[config.mk]
export PLATFORM = sky130hd
export DESIGN_NAME = acs_trellis_seq
export DESIGN_NICKNAME = d
export VERILOG_FILES = /design/src/rtl/acs_trellis_seq.sv
export SDC_FILE = /design/constraint.sdc
export NUM_CORES = 1
export LEC_CHECK = 0
export CAP_MARGIN = 10
export CORE_MARGIN = 2
export CORE_UTILIZATION = 35
export CTS_CLUSTER_DIAMETER = 60
export DETAILED_ROUTE_END_ITERATION = 16
export GPL_TIMING_DRIVEN = 0
export PLACE_DENSITY = 0.53
export SLEW_MARGIN = 40
export SYNTH_ARGS = -nofsm -noshare
export SYNTH_HDL_FRONTEND = slang
export SYNTH_SLANG_ARGS = --single-unit
export TNS_END_PERCENT = 5
[constraint.sdc]
create_clock -name clk -period 9.55 [get_ports clk]
set_clock_uncertainty 0.1 [all_clocks]
set_input_delay 0.955 -clock clk [delete_from_list [all_inputs] [get_ports clk]]
set_output_delay 0.955 -clock clk [all_outputs]
set_load 0.02 [all_outputs]
[src/rtl/acs_trellis_seq.sv]
// -----------------------------------------------------------------------------
// acs_trellis_seq
// Time-multiplexed add-compare-select engine for an N-state shift-register
// trellis (SOQPSK Viterbi path). One trellis state is processed per accepted
// branch-metric pair; old/new path metrics live in two ping-pong banks.
// Stored metrics are kept normalised: the minimum of the previous pass is
// subtracted while computing the next pass.
//
// Optional feature: define ACS_DECAY_EN to scale every selected metric by the
// Q0.8 gain decayFactor. Without it no multiplier is built and decayFactor is
// ignored.
//
// Ports
//   clk, reset    clock, asynchronous active-high reset
//   symEn         start-of-symbol pulse (accepted in IDLE)
//   bmValid       bm0/bm1 valid for state bmState
//   bm0, bm1      branch metrics from predecessors p0=(2s)%N, p1=(2s+1)%N
//   decayFactor   Q0.8 decay gain (ACS_DECAY_EN only)
//   busy          pass in progress (RUN or DONE)
//   bmState       state index the next bm pair is consumed for
//   decVec        survivor decisions, bit s for state s
//   decValid      one-cycle strobe, decVec/bestState/minMetric updated
//   bestState     index of the largest new metric (lowest index on ties)
//   minMetric     smallest new metric of the last pass
//   overrun       sticky: symEn seen while busy
// -----------------------------------------------------------------------------
module acs_trellis_seq #(
  parameter int NUM_STATES = 4,
  parameter int STATE_BITS = 2,
  parameter int METRIC_W   = 12,
  parameter int BM_W       = 8
) (
  input  logic                  clk,
  input  logic                  reset,
  input  logic                  symEn,
  input  logic                  bmValid,
  input  logic [BM_W-1:0]       bm0,
  input  logic [BM_W-1:0]       bm1,
  input  logic [7:0]            decayFactor,
  output logic                  busy,
  output logic [STATE_BITS-1:0] bmState,
  output logic [NUM_STATES-1:0] decVec,
  output logic                  decValid,
  output logic [STATE_BITS-1:0] bestState,
  output logic [METRIC_W-1:0]   minMetric,
  output logic                  overrun
);

  typedef enum logic [1:0] {S_IDLE, S_RUN, S_DONE} state_t;

  localparam logic [STATE_BITS-1:0] LAST = STATE_BITS'(NUM_STATES - 1);

  state_t                  state_q, state_d;
  logic [STATE_BITS-1:0]   cnt_q, cnt_d;
  logic                    act_q, act_d;
  logic [METRIC_W-1:0]     norm_q, norm_d;
  logic [METRIC_W-1:0]     bank_q [2][NUM_STATES];
  logic [METRIC_W-1:0]     bank_d [2][NUM_STATES];
  logic [METRIC_W-1:0]     min_acc_q, min_acc_d;
  logic [METRIC_W-1:0]     best_val_q, best_val_d;
  logic [STATE_BITS-1:0]   best_idx_q, best_idx_d;
  logic [NUM_STATES-1:0]   dec_acc_q, dec_acc_d;
  logic [NUM_STATES-1:0]   dec_vec_q, dec_vec_d;
  logic [STATE_BITS-1:0]   best_state_q, best_state_d;
  logic [METRIC_W-1:0]     min_metric_q, min_metric_d;
  logic                    overrun_q, overrun_d;

  function automatic logic [METRIC_W-1:0] sat_metric(input logic [METRIC_W:0] v);
    return v[METRIC_W] ? {METRIC_W{1'b1}} : v[METRIC_W-1:0];
  endfunction

`ifdef ACS_DECAY_EN
  // Rounded Q0.8 scaling; the result never exceeds the input, so no re-saturation.
  function automatic logic [METRIC_W-1:0] decay_scale(input logic [METRIC_W-1:0] m,
                                                     input logic [7:0]          f);
    logic [METRIC_W+7:0] prod;
    prod = (METRIC_W+8)'(m) * (METRIC_W+8)'(f) + (METRIC_W+8)'(128);
    return prod[METRIC_W+7:8];
  endfunction
`endif

  // Predecessors of a shift-register trellis: drop the top index bit, shift in 0/1.
  logic [STATE_BITS:0]   two_s;
  logic [STATE_BITS-1:0] p0, p1;
  logic [METRIC_W:0]     c0, c1, sel;
  logic                  dec_bit;
  logic [METRIC_W-1:0]   new_metric;

  assign two_s = {cnt_q, 1'b0};
  assign p0    = two_s[STATE_BITS-1:0];
  assign p1    = p0 | STATE_BITS'(1);

  // old >= normOff always holds (normOff is the minimum stored value), so the
  // subtraction cannot go negative.
  assign c0 = (METRIC_W+1)'(bank_q[act_q][p0]) + (METRIC_W+1)'(bm0) - (METRIC_W+1)'(norm_q);
  assign c1 = (METRIC_W+1)'(bank_q[act_q][p1]) + (METRIC_W+1)'(bm1) - (METRIC_W+1)'(norm_q);
  assign dec_bit = (c1 > c0);
  assign sel     = dec_bit ? c1 : c0;

`ifdef ACS_DECAY_EN
  assign new_metric = decay_scale(sat_metric(sel), decayFactor);
`else
  logic unused_decay;
  assign unused_decay = ^decayFactor;
  assign new_metric   = sat_metric(sel);
`endif

  always_comb begin
    state_d      = state_q;
    cnt_d        = cnt_q;
    act_d        = act_q;
    norm_d       = norm_q;
    bank_d       = bank_q;
    min_acc_d    = min_acc_q;
    best_val_d   = best_val_q;
    best_idx_d   = best_idx_q;
    dec_acc_d    = dec_acc_q;
    dec_vec_d    = dec_vec_q;
    best_state_d = best_state_q;
    min_metric_d = min_metric_q;
    overrun_d    = overrun_q | (symEn & (state_q != S_IDLE));
    unique case (state_q)
      S_IDLE: begin
        if (symEn) begin
          state_d    = S_RUN;
          cnt_d      = '0;
          min_acc_d  = {METRIC_W{1'b1}};
          best_val_d = '0;
          best_idx_d = '0;
          dec_acc_d  = '0;
        end
      end
      S_RUN: begin
        if (bmValid) begin
          bank_d[~act_q][cnt_q] = new_metric;
          dec_acc_d[cnt_q]      = dec_bit;
          if (new_metric < min_acc_q) min_acc_d = new_metric;
          if (new_metric > best_val_q) begin
            best_val_d = new_metric;
            best_idx_d = cnt_q;
          end
          cnt_d = cnt_q + STATE_BITS'(1);
          // Results are registered with the last pair so they are valid during DONE.
          if (cnt_q == LAST) begin
            state_d      = S_DONE;
            dec_vec_d    = dec_acc_d;
            best_state_d = best_idx_d;
            min_metric_d = min_acc_d;
          end
        end
      end
      S_DONE: begin
        state_d = S_IDLE;
        act_d   = ~act_q;
        norm_d  = min_acc_q;
      end
      default: state_d = S_IDLE;
    endcase
  end

  always_ff @(posedge clk or posedge reset) begin
    if (reset) begin
      state_q      <= S_IDLE;
      cnt_q        <= '0;
      act_q        <= 1'b0;
      norm_q       <= '0;
      for (int b = 0; b < 2; b++)
        for (int s = 0; s < NUM_STATES; s++)
          bank_q[b][s] <= '0;
      min_acc_q    <= '0;
      best_val_q   <= '0;
      best_idx_q   <= '0;
      dec_acc_q    <= '0;
      dec_vec_q    <= '0;
      best_state_q <= '0;
      min_metric_q <= '0;
      overrun_q    <= 1'b0;
    end else begin
      state_q      <= state_d;
      cnt_q        <= cnt_d;
      act_q        <= act_d;
      norm_q       <= norm_d;
      bank_q       <= bank_d;
      min_acc_q    <= min_acc_d;
      best_val_q   <= best_val_d;
      best_idx_q   <= best_idx_d;
      dec_acc_q    <= dec_acc_d;
      dec_vec_q    <= dec_vec_d;
      best_state_q <= best_state_d;
      min_metric_q <= min_metric_d;
      overrun_q    <= overrun_d;
    end
  end

  assign busy      = (state_q != S_IDLE);
  assign decValid  = (state_q == S_DONE);
  assign bmState   = cnt_q;
  assign decVec    = dec_vec_q;
  assign bestState = best_state_q;
  assign minMetric = min_metric_q;
  assign overrun   = overrun_q;

endmodule

Word-level counts from Yosys, hierarchy flattened
Cells that the tools add are included.
W data, S select, Z words.
- register bits after elaboration: 162
- logic and storage cells: 103
- $add $sub $neg: 5
- magnitude comparators: 12
- eq/ne operators: 7
- multiplexer cells: 40
- bitwise gates (word level): 8
- reduce and logical (&&, ||, !) cells: 11
- operators by type and width (kind ; count):
    $mux W48 ; 4
    $mux W12 ; 12
    $bwmux W96 ; 1
    $bmux W12 S2 ; 2
    $demux W48 S1 ; 1
    $pmux W12 S2 ; 2
    $add A12 B8 Y13 ; 2
    $sub A13 B12 Y13 ; 2
    $demux W12 S2 ; 1
    $mux W2 ; 7
    $gt A13 B13 Y1 ; 1
    $mux W13 ; 1
    $gt A12 B12 Y1 ; 1
    $lt A12 B12 Y1 ; 1
    $pmux W2 S2 ; 3
    $ge A3 B3 Y1 const B ; 3
    $not A2 Y3 ; 3
    $reduce_and A3 Y1 ; 3
    $mux W4 ; 2
    $ne A2 B2 Y1 const B ; 4
    $pmux W4 S2 ; 1
    $bwmux W4 ; 1
    $eq A2 B2 Y1 const B ; 2
    $ge A2 B2 Y1 const B ; 2
    other kinds (17) ; 21

Depth between registers and ports, before layout
Gate-level depths: netlist (run 1).
- word-level depth: 16
- mapped depth: 36
- mapped depth without buffers: 30

Least setup slack after synthesis (run 1)
No wires, ideal clock.
- path type: flip-flop to flip-flop
- start point: register act_q
- end point: register best_val_q[0]
- arrival time: 7.323 ns
- required time: 9.355 ns
- slack: 2.031 ns
- stages on the path, launching flop included: 30
- path buffers: 4
- cell sequence: dfrtp_1 > buf_1 > buf_1 > mux4_2 > inv_1 > fa_1 > inv_1 > ha_1 > and3_1 > a221o_1 > o221ai_1 > o21bai_1 > a21oi_1 > xnor2_1 > inv_1 > ha_1 > and4_1 > a221o_1 > or2_2 > mux2i_1 > a211oi_1 > buf_2 > inv_1 > ha_1 > nand4_1 > or2_2 > a31oi_1 > o21ai_1 > clkbuf_1 > o31ai_1
- longest elaborated chain between the ends: 15
- elaborated cells on any way between the ends: 23
- RTL lines (element ; line ; source):
    from (decl) ; 55 ; logic act_q, act_d;
    from (signal assigned) ; 181 ; act_q <= act_d;
    $not A1 Y2 (not written as such) (*) ; 95, 96 ;
    $mux W48 (not written as such) (*) (3 in a row) ; 95, 96 ;
    $bmux W12 S2, on equally long branches ; 96, 95 ;
    $mux W12, on equally long branches (2 in a row) ; 96, 95 ;
    $add A12 B8 Y13, on equally long branches ; 96, 95 ;
    $sub A13 B12 Y13, on equally long branches ; 96, 95 ;
    $gt A13 B13 Y1 ; 97 ; assign dec_bit = (c1 > c0);
    $mux W13 (*) ; 98 ; assign sel = dec_bit ? c1 : c0;
    $mux W12 (*) ; 69 ; return v[METRIC_W] ? {METRIC_W{1'b1}} : v[METRIC_W-1:0];
    via new_metric[11] ; 87 ; logic [METRIC_W-1:0] new_metric;
    $gt A12 B12 Y1 (*) ; 138 ; if (new_metric > best_val_q) begin
    $ne A2 B2 Y1 (no line) (*) ; - ;
    $reduce_and A4 Y1 (no line) (*) ; - ;
    to (signal assigned) ; 185 ; best_val_q <= best_val_d;
    to (decl) ; 60 ; logic [METRIC_W-1:0] best_val_q, best_val_d;
The timed path passes the listed nets; every way through them passes the cells marked *. The select of a mux whose other input is x is not followed.
A chain may end at the register's enable or synchronous reset.

Worst setup path in the final report (run 1)
- start point: register act_q
- end point: register best_val_q[3]
The elaborated chain is that of the path after synthesis.

==> results.md, run 1 <==
- Design area: 11060 um^2
- Setup crit start kind: flip-flop
- RSZ-0062 raised after global routing: false
- Multi-input gate area: about 4900 um^2
- Hold path depth: 1
- Netlist area before placement: 9550 um^2
- Clock slew at reported path FFs: about 70 ps
- Worst-Skew Late Latency: around 430 ps
- Die width: about 170 um
- CP startpoint: act_q$_DFFE_PP0P_
- Final Setup Violations: 0
- Vias per cell: approximately 5.1
- GR Overflow Total: 0
- Core area: 26880 um^2
- Fin nets: around 1200
- Fmax achieved: 112.2 MHz
- CP max FO: 10
- Critical path depth in cells: 26
- Required time worst endpoint: between 9000 and 10000 ps
- Commonest non-fill, non-tap cell in the layout: dfrtp_1
- CP max stage delay: 610 ps
- Antenna-violating nets left: 0
- Worst hold start: overrun$_DFF_PP0_
- Site row count: 60
- Final Wtd Congestion: ~0.81
- Layout cells sized above 1: 0.08577
- Slew Viols, Final: 0
- Sequential-to-total area share from yosys stat: 0.4219
- Rel. slew slack: 0.4780
- Max-cap violations: 0
- R2R depth: 26
- First-pass GRT wire length: just over 40000 um
- Post-synthesis net count: 1104
- Starting DRT DRC Count: 460
- Area occupied by registers: between 4000 and 5000 um^2
- Placed cell area: roughly 10000 um^2
- Hold Slack: between 300 and 400 ps
- Worst path bufs/invs: 7
- Chip height: around 170 um
- Number of global-route vias before repair: roughly 7300
- Post-layout util: 0.4116
- CP endpoint kind: flip-flop
- CTS tree: done
- Gr usage total: 0.1862
- Drt total wl: about 25000 um
- I/O pins: just over 50
- Clock Sinks: 161
- Post-CTS Repair Setup Buffers: 0
- YS warnings: 0
- Synthesized instance count: between 900 and 1000
- Critical setup path kind: reg -> reg
- CTS Buf Count: 17
- Top delay family on crit path: compound AO/OA/AOI/OAI gates
- Clk buf depth: 2
- Initial antenna violation count: 0
- Synth Register Bits: around 160
- Final hold violation count: 0
- Hold Crit Class: reg -> reg
- Number of synthesized flops with an enable pin: 0
- H-tree depth: 4
- Top_reg_cell synth: dfrtp_1
- WL/cell: between 15 and 20 um
- IO Port Bufs: 42
- Worst-Margin Slew: 783.1 ps
- CP max stage cell: mux4_2
- P&R area growth vs syn: 15.83%
- Drt pass-1 iters: 5
- Root Driver: clkbuf_16
- Post-DP HPWL: around 20000 um
- Initial Utilization: 0.3554
- Post-synth ARST share: 1.000
- Distinct cell type count after synthesis: 59
- Crit share post-route: 0.9335
- Worst reg2reg path startpoint: act_q$_DFFE_PP0P_
- Minimum clock period: between 8000 and 9000 ps
- DIE AREA: around 29000 um^2
- Commonest cells after routing, fill and taps aside: dfrtp_1 (161), nand2_1 (145), inv_1 (119), o21ai_0 (118), ha_1 (74)
- # diodes: 0
- Pin count of the biggest net entering global routing: around 60
- Routed vias: around 7000
- Avg Inst Size Synth: ~9.7 um^2
- WP data arrival: between 9000 and 10000 ps
- Status: finished, final reports clean
- Remaining DRCs: 0
- # fillers: around 2700
## cell families (layout without fill, tap and decap cells)
family / count (synthesis) / count (layout) / synth area share
XOR/XNOR: 19 / 19 / 0.01742
multiplexers: 49 / 49 / 0.08450
adder cells (fa/ha/maj): 90 / 90 / 0.1305
AO/OA/AOI/OAI: 241 / 241 / 0.1581
AND/OR/NAND/NOR: 254 / 254 / 0.1176
flip-flops: 161 / 161 / 0.4219
buffers and inverters: 172 / 247 / 0.06996
## final cells by class
cell class / instances / share of cell area
Inverter: 120 / 0.04140
Sequential cell: 161 / 0.3642
Clock buffer: 17 / 0.03846
Buffer: 51 / 0.01968
Clock inverter: 15 / 0.01550
Tap cell: 341 / 0.03857
Multi-Input combinational cell: 653 / 0.4392
Timing Repair Buffer: 44 / 0.04298
## worst paths after layout
path	end	slack, ps
max	best_val_q[3]$_DFFE_PP0P_	630
min	overrun$_DFF_PP0_	350
max reg2reg	best_val_q[3]$_DFFE_PP0P_	630
min reg2reg	overrun$_DFF_PP0_	350
max in group asynchronous	bank_q[63]$_DFFE_PP0P_	7600
min in group asynchronous	decVec[2]$_DFFE_PP0P_	810
## flip-flops by register name, summed over array words and instances (netlist names)
signal / count
decVec: 4
bank_q: 96
bestState: 2
state_q: 2
best_val_q: 12
bmState: 2
dec_acc_q: 3
norm_q: 12
best_idx_q: 2
minMetric: 12
act_q: 1
min_acc_q: 12
overrun: 1
## per-stage QoR
step | std cells | worst slack [ps] | TNS [ps]
2_1_floorplan | 986 | 2031 | 0
3_3_place_gp | 1369 | -288.1 | -3389
3_5_place_dp | 1371 | -26.61 | -154.6
4_1_cts | 1403 | 216.6 | 0
5_1_grt | 1402 | 54.05 | 0
6_report | 1402 | 634.9 | 0
## per-layer routing
layer | vias to the layer above | part of all wire | wire length, um | GRT usage
met5 | - | 0 | 0 | 0
met4 | 0 | 0.025 | 630 | 0.06094
met3 | 34 | 0.023 | 575 | 0.02612
met2 | 81 | 0.48 | 12200 | 0.3020
met1 | 3592 | 0.47 | 12090 | 0.2580
li1 | 3508 | - | - | -
## cells in the mapped netlist, types with 5 or more instances
library cell  instances  area share
a21o_1               15       0.012
clkbuf_1             41       0.016
xnor2_1              12       0.011
nand3_1              21       0.011
fa_1                 16       0.034
o31ai_1              12      0.0094
nor2_1               40       0.016
and3_1                6      0.0039
a2bb2oi_1            12       0.011
nand2_1             145       0.057
and2_1                5      0.0033
mux2i_1              15       0.016
ha_1                 74       0.097
dfrtp_1             161        0.42
nand2b_1              5      0.0033
xor2_1                7      0.0064
nor2b_1               9      0.0059
mux2_2                9       0.011
o21ai_0             118       0.062
o21bai_1              5      0.0039
inv_1               120       0.047
mux4_2               24       0.057
a21oi_1              36       0.019
nand4_1               7      0.0046
buf_1                 5      0.0020
## repair_timing
item,4_1_cts,5_1_grt
hold buffers,0,0
setup endpoints to repair,12,12
pin swaps,0,0
gates resized for setup,1,1
Power of run 1 is not shown: default switching activity piles up to over one toggle a cycle in this logic, so the estimate is an artifact.
==> run 2: changes to the inputs <==
--- a/config.mk
+++ b/config.mk
@@ -9,3 +9,3 @@
 export CORE_MARGIN = 2
-export CORE_UTILIZATION = 35
+export CORE_UTILIZATION = 57
 export CTS_CLUSTER_DIAMETER = 60
@@ -13,3 +13,3 @@
 export GPL_TIMING_DRIVEN = 0
-export PLACE_DENSITY = 0.53
+export PLACE_DENSITY = 0.78
 export SLEW_MARGIN = 40
==> constraint.sdc (replaced) <==
create_clock -name clk -period 9.55 [get_ports clk]
set_clock_uncertainty 0.1 [all_clocks]
set_input_delay 2.3875 -clock clk [delete_from_list [all_inputs] [get_ports clk]]
set_output_delay 2.3875 -clock clk [all_outputs]
set_load 0.02 [all_outputs]
==> results.md, run 2 (synthesized netlist as in run 1, its figures left out) <==
- Number of flip-flops under the largest register name: 96
- Routed vias: 7372
- Fmax achieved: between 100 and 150 MHz
- First-pass GRT wire length: 38200 um
- Area occupied by registers: about 4000 um^2
- Final Setup Violations: 0
- Commonest non-fill, non-tap cell in the layout: dfrtp_1
- Final hold violation count: 0
- Clock Sinks: between 150 and 200
- Worst hold start: overrun$_DFF_PP0_
- Chip height: roughly 130 um
- Setup crit start kind: input port
- Hold path depth: 1
- Drt pass-1 iters: 6
- Worst-Skew Late Latency: ~430 ps
- I/O pins: 51
- CTS tree: done
- GR Overflow Total: 0
- Status: finished, final reports clean
- Starting DRT DRC Count: roughly 440
- Worst Slack Setup Final: around 370 ps
- Gr usage total: 0.2778
- CP max stage cell: fa_1
- Clk buf depth: 2
- Layout cells sized above 1: 0.08671
- TNS Setup: 0 ps
- Commonest cells after routing, fill and taps aside: dfrtp_1 (161), nand2_1 (145), inv_1 (119), o21ai_0 (118), ha_1 (74)
- R2R depth: 26
- DIE AREA: approximately 18000 um^2
- Worst reg2reg path startpoint: bmState[0]$_DFFE_PP0P_
- Initial antenna violation count: 2
- WL/cell: approximately 18 um
- Root Driver: clkbuf_16
- Vias per cell: around 5.8
- IO Port Bufs: 42
- P&R area growth vs syn: 14.52%
- CTS Buf Count: 17
- Fin nets: between 1000 and 1500
- Crit share post-route: 0.9608
- Required time worst endpoint: between 9000 and 10000 ps
- Max-cap violations: 0
- Post-DP HPWL: about 18000 um
- Minimum clock period: approximately 9200 ps
- Multi-input gate area: between 4000 and 5000 um^2
- Hold Crit Class: reg -> reg
- Clock slew at reported path FFs: ~60 ps
- Pin count of the biggest net entering global routing: 60
- Die width: 133.4 um
- Antenna-violating nets left: 0
- Drt total wl: roughly 23000 um
- Post-CTS Hold Buffers: 0
- Placement Setup Slack: -705.8 ps
- Core area: around 16000 um^2
- Worst Hold Path EP: overrun$_DFF_PP0_
- Final Wtd Congestion: between 0.9 and 1
- Critical setup path kind: in -> reg
- Reg2Reg Capture Point: best_val_q[0]$_DFFE_PP0P_
- CP endpoint kind: flip-flop
- Slew Viols, Final: 0
- # fillers: 1283
- R2R Setup Slk: around 910 ps
- Most flops, register: bank_q
- Number of global-route vias before repair: 7534
- CP max FO: 10
- Remaining DRCs: 0
- Rel. slew slack: 0.4193
- Worst-Margin Slew: between 800 and 900 ps
- H-tree depth: 4
- WP data arrival: roughly 9400 ps
- Most used cell, CP: inv_1
- CP max stage delay: between 500 and 600 ps
- Initial Utilization: 0.5800
- Site row count: 47
-- run 2: cell count changes in the layout (fill, tap and decap cells not counted), sizes merged --
cell	change
inv	-8
clkbuf	+3
clkinv	+3
buf	+2
bufinv	+1
clkinvlp	-1
diode	+1
-- run 2: cell type report --
cell class,count,area share
clock buffer,19,0.04050
buffer,52,0.02036
antenna,1,0.0002288
sequential,161,0.3684
inverter,120,0.04187
multi-input combinational,653,0.4459
clock inverter,10,0.01270
timing repair buffer,46,0.04485
tap,220,0.02517
-- run 2: through the flow --
stage          utilization  cell area, um^2  hold WS [ps]  cells
5_1_grt             0.6641            10930         384.9   1281
3_5_place_dp        0.6261            10310         354.3   1250
3_3_place_gp        0.6223            10250         339.0   1248
6_report            0.6642            10940         370.4   1282
4_1_cts             0.6618            10900         368.1   1279
2_1_floorplan            -             9550         331.1    986
-- run 2: metal layers --
layer,routed length [um],vias up,track usage
li1,-,3514,-
met1,9808,3589,0.3611
met2,11440,205,0.4608
met3,1434,62,0.05441
met4,759,2,0.1147
met5,13,-,0
-- run 2: repair_timing --
item | in CTS | in global routing
pin swaps | 0 | 2
setup endpoints to repair | 12 | 12
setup buffers | 0 | 2
resized for setup | 2 | 7
-- run 2: worst max-delay path by stage --
stage                                     end   start  cells past startpoint  slack [ps]
floorplan           best_val_q[0]$_DFFE_PP0P_  bm1[1]                     23        1340
CTS                 best_val_q[0]$_DFFE_PP0P_  bm1[1]                     24          70
detailed placement  best_val_q[0]$_DFFE_PP0P_  bm1[1]                     24        -710
finish               minMetric[4]$_DFFE_PP0P_  bm0[4]                     31         370
global route        best_val_q[0]$_DFFE_PP0P_  bm0[4]                     31          -4
global placement    best_val_q[3]$_DFFE_PP0P_  bm1[1]                     24        -550
-- run 2: critical path, delay by kind of cell --
family / cells / cell delay, ps
mux: 1 / 330
fa+ha+maj: 4 / 1520
xor+xnor: 1 / 190
compound gates: 14 / 2720
buf+inv: 7 / 1470
simple gates: 4 / 730
Power of run 2 is left out for the same reason.
==> run 3: changes to the inputs <==
CTS_BUF_LIST = sky130_fd_sc_hd__clkbuf_16   (was not set)
==> results.md, run 3 (synthesized netlist as in run 1, its figures left out) <==
- Clock Sinks: approximately 160
- Max-cap violations: 0
- Multi-input gate area: around 4900 um^2
- CP endpoint kind: flip-flop
- Antenna-violating nets left: 0
- Worst-Skew Late Latency: between 400 and 500 ps
- Commonest non-fill, non-tap cell in the layout: dfrtp_1
- Most used cell, CP: inv_1
- Layout cells sized above 1: 0.08577
- Starting DRT DRC Count: about 460
- DIE AREA: about 18000 um^2
- Site row count: between 40 and 50
- IO Port Bufs: 42
- Fin nets: ~1200
- Global Route met2 Usage: 0.4585
- H-tree depth: 4
- Area occupied by registers: between 4000 and 5000 um^2
- WP data arrival: ~9400 ps
- Vias per cell: 5.723
- # fillers: around 1300
- Routed vias: 7337
- CP max stage delay: 530 ps
- Post-CTS Hold Buffers: 0
- CP max stage cell: fa_1
- Post-Place Cells: around 1300
- Fmax achieved: around 110 MHz
- Final Wtd Congestion: 0.9067
- Met1 Use GR: 0.3620
- Critical setup path kind: in -> reg
- Drt pass-1 iters: 5
- Slew Viols, Final: 0
- Most flops, register: bank_q
- Chip height: 133.4 um
- Root Driver: clkbuf_16
- P&R area growth vs syn: 14.41%
- Worst-Margin Slew: 868.6 ps
- CP max FO: 10
- Clock slew at reported path FFs: 60 ps
- Die width: between 100 and 150 um
- WL/cell: 18.28 um
- Initial antenna violation count: 2
- Number of flip-flops under the largest register name: 96
- Final Setup Violations: 0
- Grt met3 use: 0.05556
- R2R Setup Slk: ~930 ps
- First-pass GRT wire length: around 38000 um
- Drt total wl: 23430 um
- Initial Utilization: 0.5800
- I/O pins: a little over 50
- Minimum clock period: just over 9000 ps
- Status: finished, final reports clean
- Number of global-route vias before repair: 7553
- Pin count of the biggest net entering global routing: 60
- Core area: 16470 um^2
- Crit share post-route: 0.9619
- Setup crit start kind: input port
- Hold Crit Class: reg -> reg
- Design area: about 11000 um^2
- Final hold violation count: 0
- Required time worst endpoint: approximately 9800 ps
- Post-layout util: 0.6636
- Post-DP HPWL: about 18000 um
- GR Overflow Total: 0
- Clk buf depth: 2
- Placed cell area: 10310 um^2
- CTS tree: done
- Commonest cells after routing, fill and taps aside: dfrtp_1 (161), nand2_1 (145), inv_1 (120), o21ai_0 (118), ha_1 (74)
- Cell Count, Final, Fillers Out: roughly 1300
- Remaining DRCs: 0
- Rel. slew slack: 0.4148
- Busiest grt layer: met2
- CTS Buf Count: 17
- Gr usage total: 0.2775
run 3: changes by cell type in the layout (fill, tap and decap cells not counted), sizes merged:
cell	change
clkinv	+1
clkbuf	-2
inv	+1
run 3: cell type report:
cell class	instances	share of cell area
well taps	220	0.02519
repair buffers	46	0.04489
clock buffers	17	0.03893
diodes	1	0.0002290
inverters	120	0.04191
multi-input cells	653	0.4464
plain buffers	52	0.02038
flip-flops and latches	161	0.3687
clock inverters	12	0.01340
run 3: final timing paths:
kind                                         from                   endpoint  depth (start not counted)
max                                        bm0[4]  best_val_q[0]$_DFFE_PP0P_                         31
min                             overrun$_DFF_PP0_          overrun$_DFF_PP0_                          1
max reg2reg                bmState[0]$_DFFE_PP0P_  best_val_q[0]$_DFFE_PP0P_                         32
min reg2reg                     overrun$_DFF_PP0_          overrun$_DFF_PP0_                          1
max in group asynchronous                   reset     bank_q[40]$_DFFE_PP0P_                          4
min in group asynchronous                   reset     bmState[1]$_DFFE_PP0P_                          2
run 3: layer usage:
layer	part of all wire	up-vias	wire, um
met2	0.49	172	11490
met3	0.051	59	1196
met1	0.43	3592	10030
li1	-	3512	-
met4	0.030	2	706
met5	0.00055	-	13
run 3: repair_timing:
| action | in CTS | in global routing |
|---|---|---|
| gates cloned | 0 | 0 |
| endpoints found under the setup margin | 12 | 12 |
| pin swaps | 0 | 2 |
| gates resized for setup | 2 | 7 |
| setup buffers | 0 | 2 |
run 3: stage by stage:
step | setup TNS, ps | hold WS [ps] | setup slack [ps]
floorplan | 0 | 331.1 | 1344
global placement | -12870 | 339.0 | -549.2
detailed placement | -17870 | 354.3 | -705.8
CTS | 0 | 368.1 | 80.60
global route | -2.431 | 384.9 | -2.431
finish | 0 | 370.8 | 363.7
run 3: worst max-delay path, delay by kind of cell:
kind / cells / cell delay [ps]
xor gates and xnor gates: 1 / 190
muxes: 1 / 300
buffers and inverters: 7 / 1370
adders and majority gates: 4 / 1510
and+or+nand+nor: 6 / 970
AOI/OAI and AO/OA: 12 / 2650
Power of run 3 is left out for the same reason.
